**src/rtl/comp_queue_nch.sv**
```systemverilog
// Multi-channel round-robin enqueue into a first-word-fall-through queue.
// Optional macro COMP_QUEUE_SRC_TAG_EN stores the granting channel ID with each entry.
module comp_queue_nch #(
  parameter int ADDRW  = 24,
  parameter int QDEPTH = 32,
  parameter int NCH    = 2,
  localparam int CHW   = (NCH > 1) ? $clog2(NCH) : 1,
  localparam int CNTW  = $clog2(QDEPTH + 1)
) (
  input  logic                 clk,
  input  logic                 rst_n,
  input  logic [NCH-1:0]       valid_in,
  input  logic [NCH*ADDRW-1:0] dest_addr,
  output logic [NCH-1:0]       ready_out,
  input  logic                 flush,
  output logic [ADDRW-1:0]     data_out,
`ifdef COMP_QUEUE_SRC_TAG_EN
  output logic [CHW-1:0]       src_out,
`endif
  output logic                 valid_out,
  input  logic                 ready_in,
  output logic [CNTW-1:0]      count
);

  localparam int PTRW = $clog2(QDEPTH);

  logic [PTRW-1:0]  head_q, head_d;
  logic [PTRW-1:0]  tail_q, tail_d;
  logic [CNTW-1:0]  count_q, count_d;
  logic [CHW-1:0]   rr_ptr_q, rr_ptr_d;
  logic [ADDRW-1:0] mem_q [QDEPTH];
`ifdef COMP_QUEUE_SRC_TAG_EN
  logic [CHW-1:0]   tag_q [QDEPTH];
`endif

  logic             grant_vld;
  logic [CHW-1:0]   grant_idx;
  logic [CHW-1:0]   scan_idx;
  logic [ADDRW-1:0] grant_addr;
  logic             enq;
  logic             deq;

  // Cyclic search starting at rr_ptr; first requester found wins.
  always_comb begin
    grant_vld = 1'b0;
    grant_idx = '0;
    scan_idx  = '0;
    for (int k = 0; k < NCH; k++) begin
      scan_idx = CHW'((int'(rr_ptr_q) + k) % NCH);
      if (!grant_vld && valid_in[scan_idx]) begin
        grant_vld = 1'b1;
        grant_idx = scan_idx;
      end
    end
  end

  assign grant_addr = dest_addr[int'(grant_idx)*ADDRW +: ADDRW];

  // rst_n gating keeps ready_out low for the whole time reset is held.
  assign enq = rst_n && grant_vld && !flush && (count_q != CNTW'(QDEPTH));
  assign deq = rst_n && !flush && (count_q != '0) && ready_in;

  always_comb begin
    ready_out = '0;
    if (enq) ready_out[grant_idx] = 1'b1;
  end

  always_comb begin
    head_d   = head_q;
    tail_d   = tail_q;
    count_d  = count_q;
    rr_ptr_d = rr_ptr_q;
    if (flush) begin
      head_d  = '0;
      tail_d  = '0;
      count_d = '0;
    end else begin
      if (enq) begin
        tail_d   = tail_q + 1'b1;
        rr_ptr_d = CHW'((int'(grant_idx) + 1) % NCH);
      end
      if (deq) head_d = head_q + 1'b1;
      case ({enq, deq})
        2'b10:   count_d = count_q + 1'b1;
        2'b01:   count_d = count_q - 1'b1;
        default: count_d = count_q;
      endcase
    end
  end

  always_ff @(posedge clk or negedge rst_n) begin
    if (!rst_n) begin
      head_q   <= '0;
      tail_q   <= '0;
      count_q  <= '0;
      rr_ptr_q <= '0;
    end else begin
      head_q   <= head_d;
      tail_q   <= tail_d;
      count_q  <= count_d;
      rr_ptr_q <= rr_ptr_d;
    end
  end

  // Storage is unreset; contents only matter while valid_out is high.
  always_ff @(posedge clk) begin
    if (enq) begin
      mem_q[tail_q] <= grant_addr;
`ifdef COMP_QUEUE_SRC_TAG_EN
      tag_q[tail_q] <= grant_idx;
`endif
    end
  end

  assign data_out  = mem_q[head_q];
`ifdef COMP_QUEUE_SRC_TAG_EN
  assign src_out   = tag_q[head_q];
`endif
  assign valid_out = (count_q != '0);
  assign count     = count_q;

endmodule

```
**config.mk**
```make
export PLATFORM = sky130hd
export DESIGN_NAME = comp_queue_nch
export DESIGN_NICKNAME = d
export VERILOG_FILES = /design/src/rtl/comp_queue_nch.sv
export SDC_FILE = /design/constraint.sdc
export NUM_CORES = 1
export LEC_CHECK = 0
export CAP_MARGIN = 5
export CORE_MARGIN = 2
export CORE_UTILIZATION = 43
export CTS_CLUSTER_DIAMETER = 150
export CTS_CLUSTER_SIZE = 40
export DETAILED_ROUTE_END_ITERATION = 8
export DONT_BUFFER_PORTS = 1
export GPL_ROUTABILITY_DRIVEN = 1
export HOLD_SLACK_MARGIN = 0.03
export SLEW_MARGIN = 20
export SYNTH_ARGS = -nofsm -noshare
export SYNTH_HDL_FRONTEND = slang
export SYNTH_SLANG_ARGS = --single-unit
```
**constraint.sdc**
```tcl
create_clock -name clk -period 3 [get_ports clk]
set_clock_uncertainty 0.2 [all_clocks]
set_input_delay 0.3 -clock clk [delete_from_list [all_inputs] [get_ports clk]]
set_output_delay 0.3 -clock clk [all_outputs]
set_load 0.02 [all_outputs]
```
Word-level counts from Yosys, hierarchy flattened
Memories as Yosys holds them, arrays and structs flattened.
Cells that the tools add are included.
- register bits: 17
- bits in writable memories: 768
- input bits: 54
- output and inout port bits: 33
- word-level logic and storage cells: 55
- memories kept: 1
- $add $sub $neg: 6
- $mul: 1
- magnitude comparators: 4
- equal/unequal tests: 3
- shift operators: 1
- mux-type cells: 19
- bitwise operators: 1
- reduce and logical (&&, ||, !) cells: 15
- memory list (name ; depth ; bits a word ; read ports ; clocked after Yosys merged registers in ; wr ports ; RTL line ; text):
    mem_q ; 32 ; 24 ; 1 ; 0 ; 1 ; 31 ; logic [ADDRW-1:0] mem_q [QDEPTH];
- operators by type and width (cell ; number):
    $shiftx 48x7->24 ; 1
    $mux 5 ; 4
    $pmux 6 s2 ; 1
    $mux 1 ; 11
    $add 5x1->5 const B ; 2
    $logic_and 1x1->1 ; 8
    $add 6x1->6 const B ; 1
    $lt 1x2->1 const B ; 3
    $mux 6 ; 1
    $ne 6x6->1 const B ; 1
    $reduce_bool 6->1 ; 1
    $sub 6x1->6 const B ; 1
    $reduce_bool 2->1 ; 2
    $mul 1x2->3 const B ; 1
    $reduce_bool 3->1 ; 1
    $add 1x1->1 const B ; 2
    $eq 2x1->1 const B ; 1
    $eq 2x2->1 const B ; 1
    $logic_not 1->1 ; 2
    $mux 2 ; 1
    $reduce_and 2->1 ; 1
    $demux 1 s1 ; 1
    $ge 1x1->1 const B ; 1
    $not 1->1 ; 1

Logic depth before layout (Yosys ltp)
Gate-level depths: netlist (run 1).
- word-level depth: 12
- gate-level depth with buffers: 11
- depth with buffers taken out: 10

Worst setup path before layout (run 1)
No wires, ideal clock.
- path type: register to register
- from: reg count_q[1] (netlist: count[1])
- to: mem mem_q[13][0] (enable)
- library setup time: 405 ps
- arrival: 2812 ps
- required time: 2395 ps
- slack: -417 ps
- cell stages (with the launch flop): 7
- path buffers: 2
- clock period less this slack: 3417 ps
- cells stage by stage: dfrtp_1 -> clkbuf_1 -> nor3_2 -> a311oi_1 -> clkbuf_1 -> nand2_1 -> nor2_1
- word-level cells in the longest chain between the ends: 4
- ends and longest elaborated chain (element ; RTL line ; text):
    start: declaration ; 29 ; logic [CNTW-1:0] count_q, count_d;
    start signal: assignment ; 100 ; count_q <= count_d;
    $ne 6x6->1 ; 60 ; assign enq = rst_n && grant_vld && !flush && (count_q != CNTW'(QDEPTH));
    $logic_and 1x1->1 ; 60 ;
    $mux 1 ; 107 ; if (enq) begin
    $mux 1 (not written as such) ; 108 ; mem_q[tail_q] <= grant_addr;
    end: declaration ; 31 ;
Every way passes these cells.

Final worst setup path (run 1)
- from: reg head_q[0]
- to: out data_out[12]
- word-level cells in the longest chain between the ends: 1
- ends and longest elaborated chain (element ; RTL line ; text):
    start: declaration ; 27 ; logic [PTRW-1:0] head_q, head_d;
    start signal: assignment ; 93 ; head_q <= '0;
    start signal: assignment ; 98 ; head_q <= head_d;
    $mem_v2 32x24 ; - ;
    end: declaration ; 16 ; output logic [ADDRW-1:0] data_out,
Every way passes these cells.

==> results.toml, run 1 <==
[timing]
tns_ps = -9380
worst_pin_slew_ps = 962
layout_setup_ws_ps = -416
min_period_ps = 3420
slew_headroom = 0.357
finalSetupViolations = 24
maxSlewViolCount = 0
fin_crit_sh = 1.14
fmax_mhz = 293
rsz0062_at_grt = "yes"
hold_violations = 0

[drt]
drc_errors = 0
drt_first_pass_iters = 5
avgRoutedWirePerCell_um = 29.9
viasPerCell = 5.95
wirelength_um = 70900
antenna_left = 0
drtIter0Drc = 1580
vias = 14095

[global_route]
grt_start_max_net_pins = 56
antenna_found_initial = 1
grt_first_pass_wirelength_um = 102000
grtUsageTotal = 0.192
overflow = 0
grt_pass1_vias = 14443

[setup_path]
worstPathArrival_ps = 2920
worstSetupPathType = "register to output port"
slowest_delay_ps = 520
critPathLaunchType = "register"
path_max_fanout = 7
worst_ep_required_time_ps = 2500
path_cells = "buf_12 > buf_16 > buf_16 > mux4_2 > mux4_2 > mux2_4"
endpoint_kind = "output port"
crit_path_top_delay_cell = "mux4_2"

[floorplanning]
rows = 98
io_pins = 87
die_w_um = 271
fp.dieH_um = 271
core_region_area_um2 = 71100
dieArea_um2 = 73600
start_util = 0.432

[placement]
placed_cell_area_um2 = 33300
portBuffers = 0
hpwl_um = 41700
dpl.cell_count = 2299
place.gp.congestion = 0.814

[synthesis]
synth_area_leaders = "edfxtp_1, mux4_2, mux2_2, dfrtp_1, nor2_1"
yosysTopAreaCellShare = 0.750
synth_edf_count = 768
synthesis.nets = 1367
synth_cells = 1305
synth-seq-area-share = 0.764
ys_async_sr_fraction = 0.0217
postSynthAreaPerCell_um2 = 23.6
yosysWarningCount = 0
synth_flop_cell = "edfxtp_1"
synth_cell_types = 53
synth_top_area_cell = "edfxtp_1"
ys_ff_latch = 785
netlist_area_um2 = 30700

[pwr]
p_per_area_nw_per_um2 = 545
p_leak_nw = 10.3
p_total_mw = 18.9
vdd_drop_max_v = 0.000409

[clocking]
clk_latency_ps = 620
htreeDepth = 1
cts_num_sinks = 785
clk_pin_slew_ps = 150
clock-root-buffer = "clkbuf_16"
clk_path_buf_depth = 3
cts-buffers-inserted = 23
cts_tree = "yes"

[finish]
finalNetCount = 1474
final_common_cell = "edfxtp_1"
fillers = 5691
fin_area_um2 = 34700
stdcell_count = 2369
multiInputGateArea_um2 = 7250
drive_gt1_frac = 0.355
area.growth.synth_to_final_pct = 12.9
ff_latch_area_um2 = 23500
layout.cells.most_common_list = "edfxtp_1, mux4_2, buf_4"
final_core_utilization = 0.488
num_antenna_cells = 0

[flow_run]
cap_viol_max_count = 0

[outcome]
violations = "negative setup slack"
status = "complete, but fails checks"

[hold_path]
hp-class = "input pin to register"
==> critical path, delay by kind of cell (launching register included) <==
family | cells | cell delay (ps)
mux | 3 | 1350
flops | 1 | 480
buf+inv | 3 | 450
==> metal layers <==
metal  up-vias  GRT usage  part of all wire
met5         -          0                 0
met4         0     0.0396             0.021
met3        72     0.0345             0.073
met2       489      0.313              0.49
met1      7778      0.274              0.42
li1       5756          -                 -
==> metrics by stage <==
stage | setup slack [ps] | hold slack [ps]
floorplan | -213 | -196
global placement | 166 | -195
detailed placement | 153 | -195
CTS | -490 | 94.2
global route | -496 | 131
finish | -416 | 123
==> where the power goes <==
part / switching [mW] / internal, mW / total [mW] / leakage (nW)
combinational: 1.12 / 1.03 / 2.15 / 2.90
sequential: 0.0365 / 12.2 / 12.3 / 7.13
clock: 3.02 / 1.46 / 4.48 / 0.304
total: 4.18 / 14.7 / 18.9 / 10.3
==> registers in the layout (all words and copies together), names as in the netlist <==
signal / cells
head_q: 5
mem_q: 768
tail_q: 5
count: 6
rr_ptr_q: 1
==> cells by family after synthesis <==
| kind of cell | Yosys count | synth area share |
|---|---|---|
| xor gates and xnor gates | 8 | 0.00228 |
| and+or+nand+nor | 96 | 0.0146 |
| AOI/OAI and AO/OA | 38 | 0.00932 |
| adders and majority gates | 8 | 0.00326 |
| muxes | 293 | 0.195 |
| buffers and inverters | 77 | 0.0112 |
| DFF | 785 | 0.764 |
==> layout make-up <==
class / instances / area share
clock buffers: 30 / 0.0173
multi-input cells: 443 / 0.209
flip-flops and latches: 785 / 0.677
clock inverters: 2 / 0.000721
inverters: 6 / 0.000649
repair buffers: 153 / 0.0612
well taps: 950 / 0.0342
==> what timing repair did <==
action,4_1_cts,5_1_grt
endpoints found under the hold margin,34,17
hold buffers,4,2
setup buffers,14,4
gates cloned,9,6
gates resized for setup,47,11
setup endpoints to repair,24,26
==> final timing paths <==
check	to	slack (ps)	from	cells past startpoint
worst min register to register	rr_ptr_q	380	rr_ptr_q	2
worst max register to register	count[5]	260	count[1]	10
worst min-delay path	count[3]	120	rst_n	6
min in group asynchronous	count[3]	770	rst_n	3
worst max-delay path	data_out[12]	-420	head_q[0]	6
max in group asynchronous	head_q[1]	1130	rst_n	3
==> cells in the mapped netlist, types with 6 or more instances <==
cell type    n
buf_1       13
clkbuf_1    39
edfxtp_1   768
nor2_1      54
mux2_2      48
dfrtp_1     17
mux4_2     240
nand2_1     12
inv_1        6
ha_1         8
buf_4        8
buf_2        9
No activity file was read; power rests on OpenSTA's default activity.
==> run 2: changes to the inputs <==
- CELL_PAD_IN_SITES_DETAIL_PLACEMENT: not set -> 0
- CELL_PAD_IN_SITES_GLOBAL_PLACEMENT: not set -> 1
- PLACE_DENSITY_LB_ADDON: not set -> 0.1
==> run 2 against run 1 <==
The flow still finishes with violations (negative setup slack). Total power about the same. First-iteration DRC count down 6.2%. Largest power group unchanged. Critical endpoint is now data_out[23]. Clock-buffer cell count unchanged.
==> results.toml, run 2 (synthesized netlist as in run 1, its figures left out) <==
[timing]
tns_ps = -9410
hold_violations = 0
slew_headroom = 0.388
fmax_mhz = 291
maxSlewViolCount = 0
worst_pin_slew_ps = 918
fin_crit_sh = 1.15
rsz0062_at_grt = "yes"
min_period_ps = 3440
finalSetupViolations = 24
layout_setup_ws_ps = -439
whs_ps = 76.7

[clocking]
clock-root-buffer = "clkbuf_16"
cts-buffers-inserted = 23
cts_num_sinks = 785
clk_pin_slew_ps = 140
cts_tree = "yes"
clk_latency_ps = 620
htreeDepth = 1
clk_path_buf_depth = 3

[finish]
area.growth.synth_to_final_pct = 12.9
num_antenna_cells = 0
fin_area_um2 = 34700
layout.cells.most_common_list = "edfxtp_1, mux4_2, buf_4"
stdcell_count = 2358
finalNetCount = 1463
largest_reg_flops = 768
final_common_cell = "edfxtp_1"
top_register = "mem_q"
final_core_utilization = 0.488
drive_gt1_frac = 0.352
fillers = 5766

[setup_path]
critPathLaunchType = "register"
crit_path_top_delay_cell = "dfrtp_4"
path_cells = "buf_12 > buf_8 > buf_16 > mux4_2 > mux4_2 > mux2_4"
cp_common_cell = "mux4_2"
path_max_fanout = 5
worstPathArrival_ps = 2940
endpoint_kind = "output port"
cp.buffers_inverters = 3
worst_ep_required_time_ps = 2500
slowest_delay_ps = 540
worstSetupPathType = "register to output port"
crit_family = "multiplexers"

[hold_path]
hp-class = "input pin to register"

[floorplanning]
core_region_area_um2 = 71100
dieArea_um2 = 73600
start_util = 0.432
io_pins = 87
fp.dieH_um = 271
die_w_um = 271
rows = 98

[placement]
hpwl_um = 44100
place.gp.congestion = 0.791
portBuffers = 0
placed_cell_area_um2 = 33400
dpl.cell_count = 2298

[drt]
antenna_left = 0
wirelength_um = 76000
avgRoutedWirePerCell_um = 32.2
viasPerCell = 5.91
drt_first_pass_iters = 5
drc_errors = 0
vias = 13928
drtIter0Drc = 1482

[global_route]
grtUsageTotal = 0.208
grt_pass1_vias = 14282
grt_start_max_net_pins = 46
antenna_found_initial = 1
grt_first_pass_wirelength_um = 108000
overflow = 0

[outcome]
status = "complete, but fails checks"
violations = "negative setup slack"

[pwr]
p_per_area_nw_per_um2 = 545
p_leak_nw = 10.3
vdd_drop_max_v = 0.000524

[flow_run]
cap_viol_max_count = 0
## run 2: path summary, 6_finish.rpt
check	startpoint	cells after the start	slack (ps)	to
setup / recovery	head_q[0]	6	-440	data_out[23]
hold / removal	valid_in[1]	4	80	tail_q[0]
setup reg to reg	count[4]	8	250	mem_q[28][8]
hold reg to reg	tail_q[0]	1	380	tail_q[0]
max in group asynchronous	rst_n	3	2040	head_q[3]
min in group asynchronous	rst_n	3	150	tail_q[1]
## run 2: through the flow
stage | setup WS (ps) | total power [mW]
2_1_floorplan | -213 | 13.8
3_3_place_gp | 124 | 14.4
3_5_place_dp | 134 | 14.4
4_1_cts | -463 | 19.1
5_1_grt | -491 | 19.5
6_report | -439 | 18.9
## run 2: cell type report
cell class              count  area (um^2)  area share
clock buffers              30          602      0.0173
clock inverters             2         25.0    0.000721
inverters                   6         22.5    0.000649
multi-input cells         443         7240       0.209
flip-flops and latches    785        23500       0.677
well taps                 950         1190      0.0342
repair buffers            142         2120      0.0612
## run 2: report_power, final
group          internal [mW]  switching [mW]
Clock                   1.46            3.06
Sequential              12.2          0.0427
Combinational          0.989            1.12
## run 2: timing repair
item,in CTS,in global routing
buffers inserted,12,0
endpoints found under the hold margin,34,0
pin swaps,0,0
resized for setup,44,3
setup endpoints to repair,24,28
hold buffers,6,0
gates cloned,10,2
## run 2: worst min-delay path: cells and delay by family
family	cells	cell delay [ps]
simple gates	1	130
buf+inv	1	180
compound gates	2	250
## run 2: routing by layer
metal / track usage / vias to the layer above / share of wire
met5: 0 / - / 0
met4: 0.0295 / 0 / 0.014
met3: 0.0280 / 42 / 0.045
met2: 0.338 / 330 / 0.48
met1: 0.308 / 7834 / 0.46
li1: - / 5722 / -
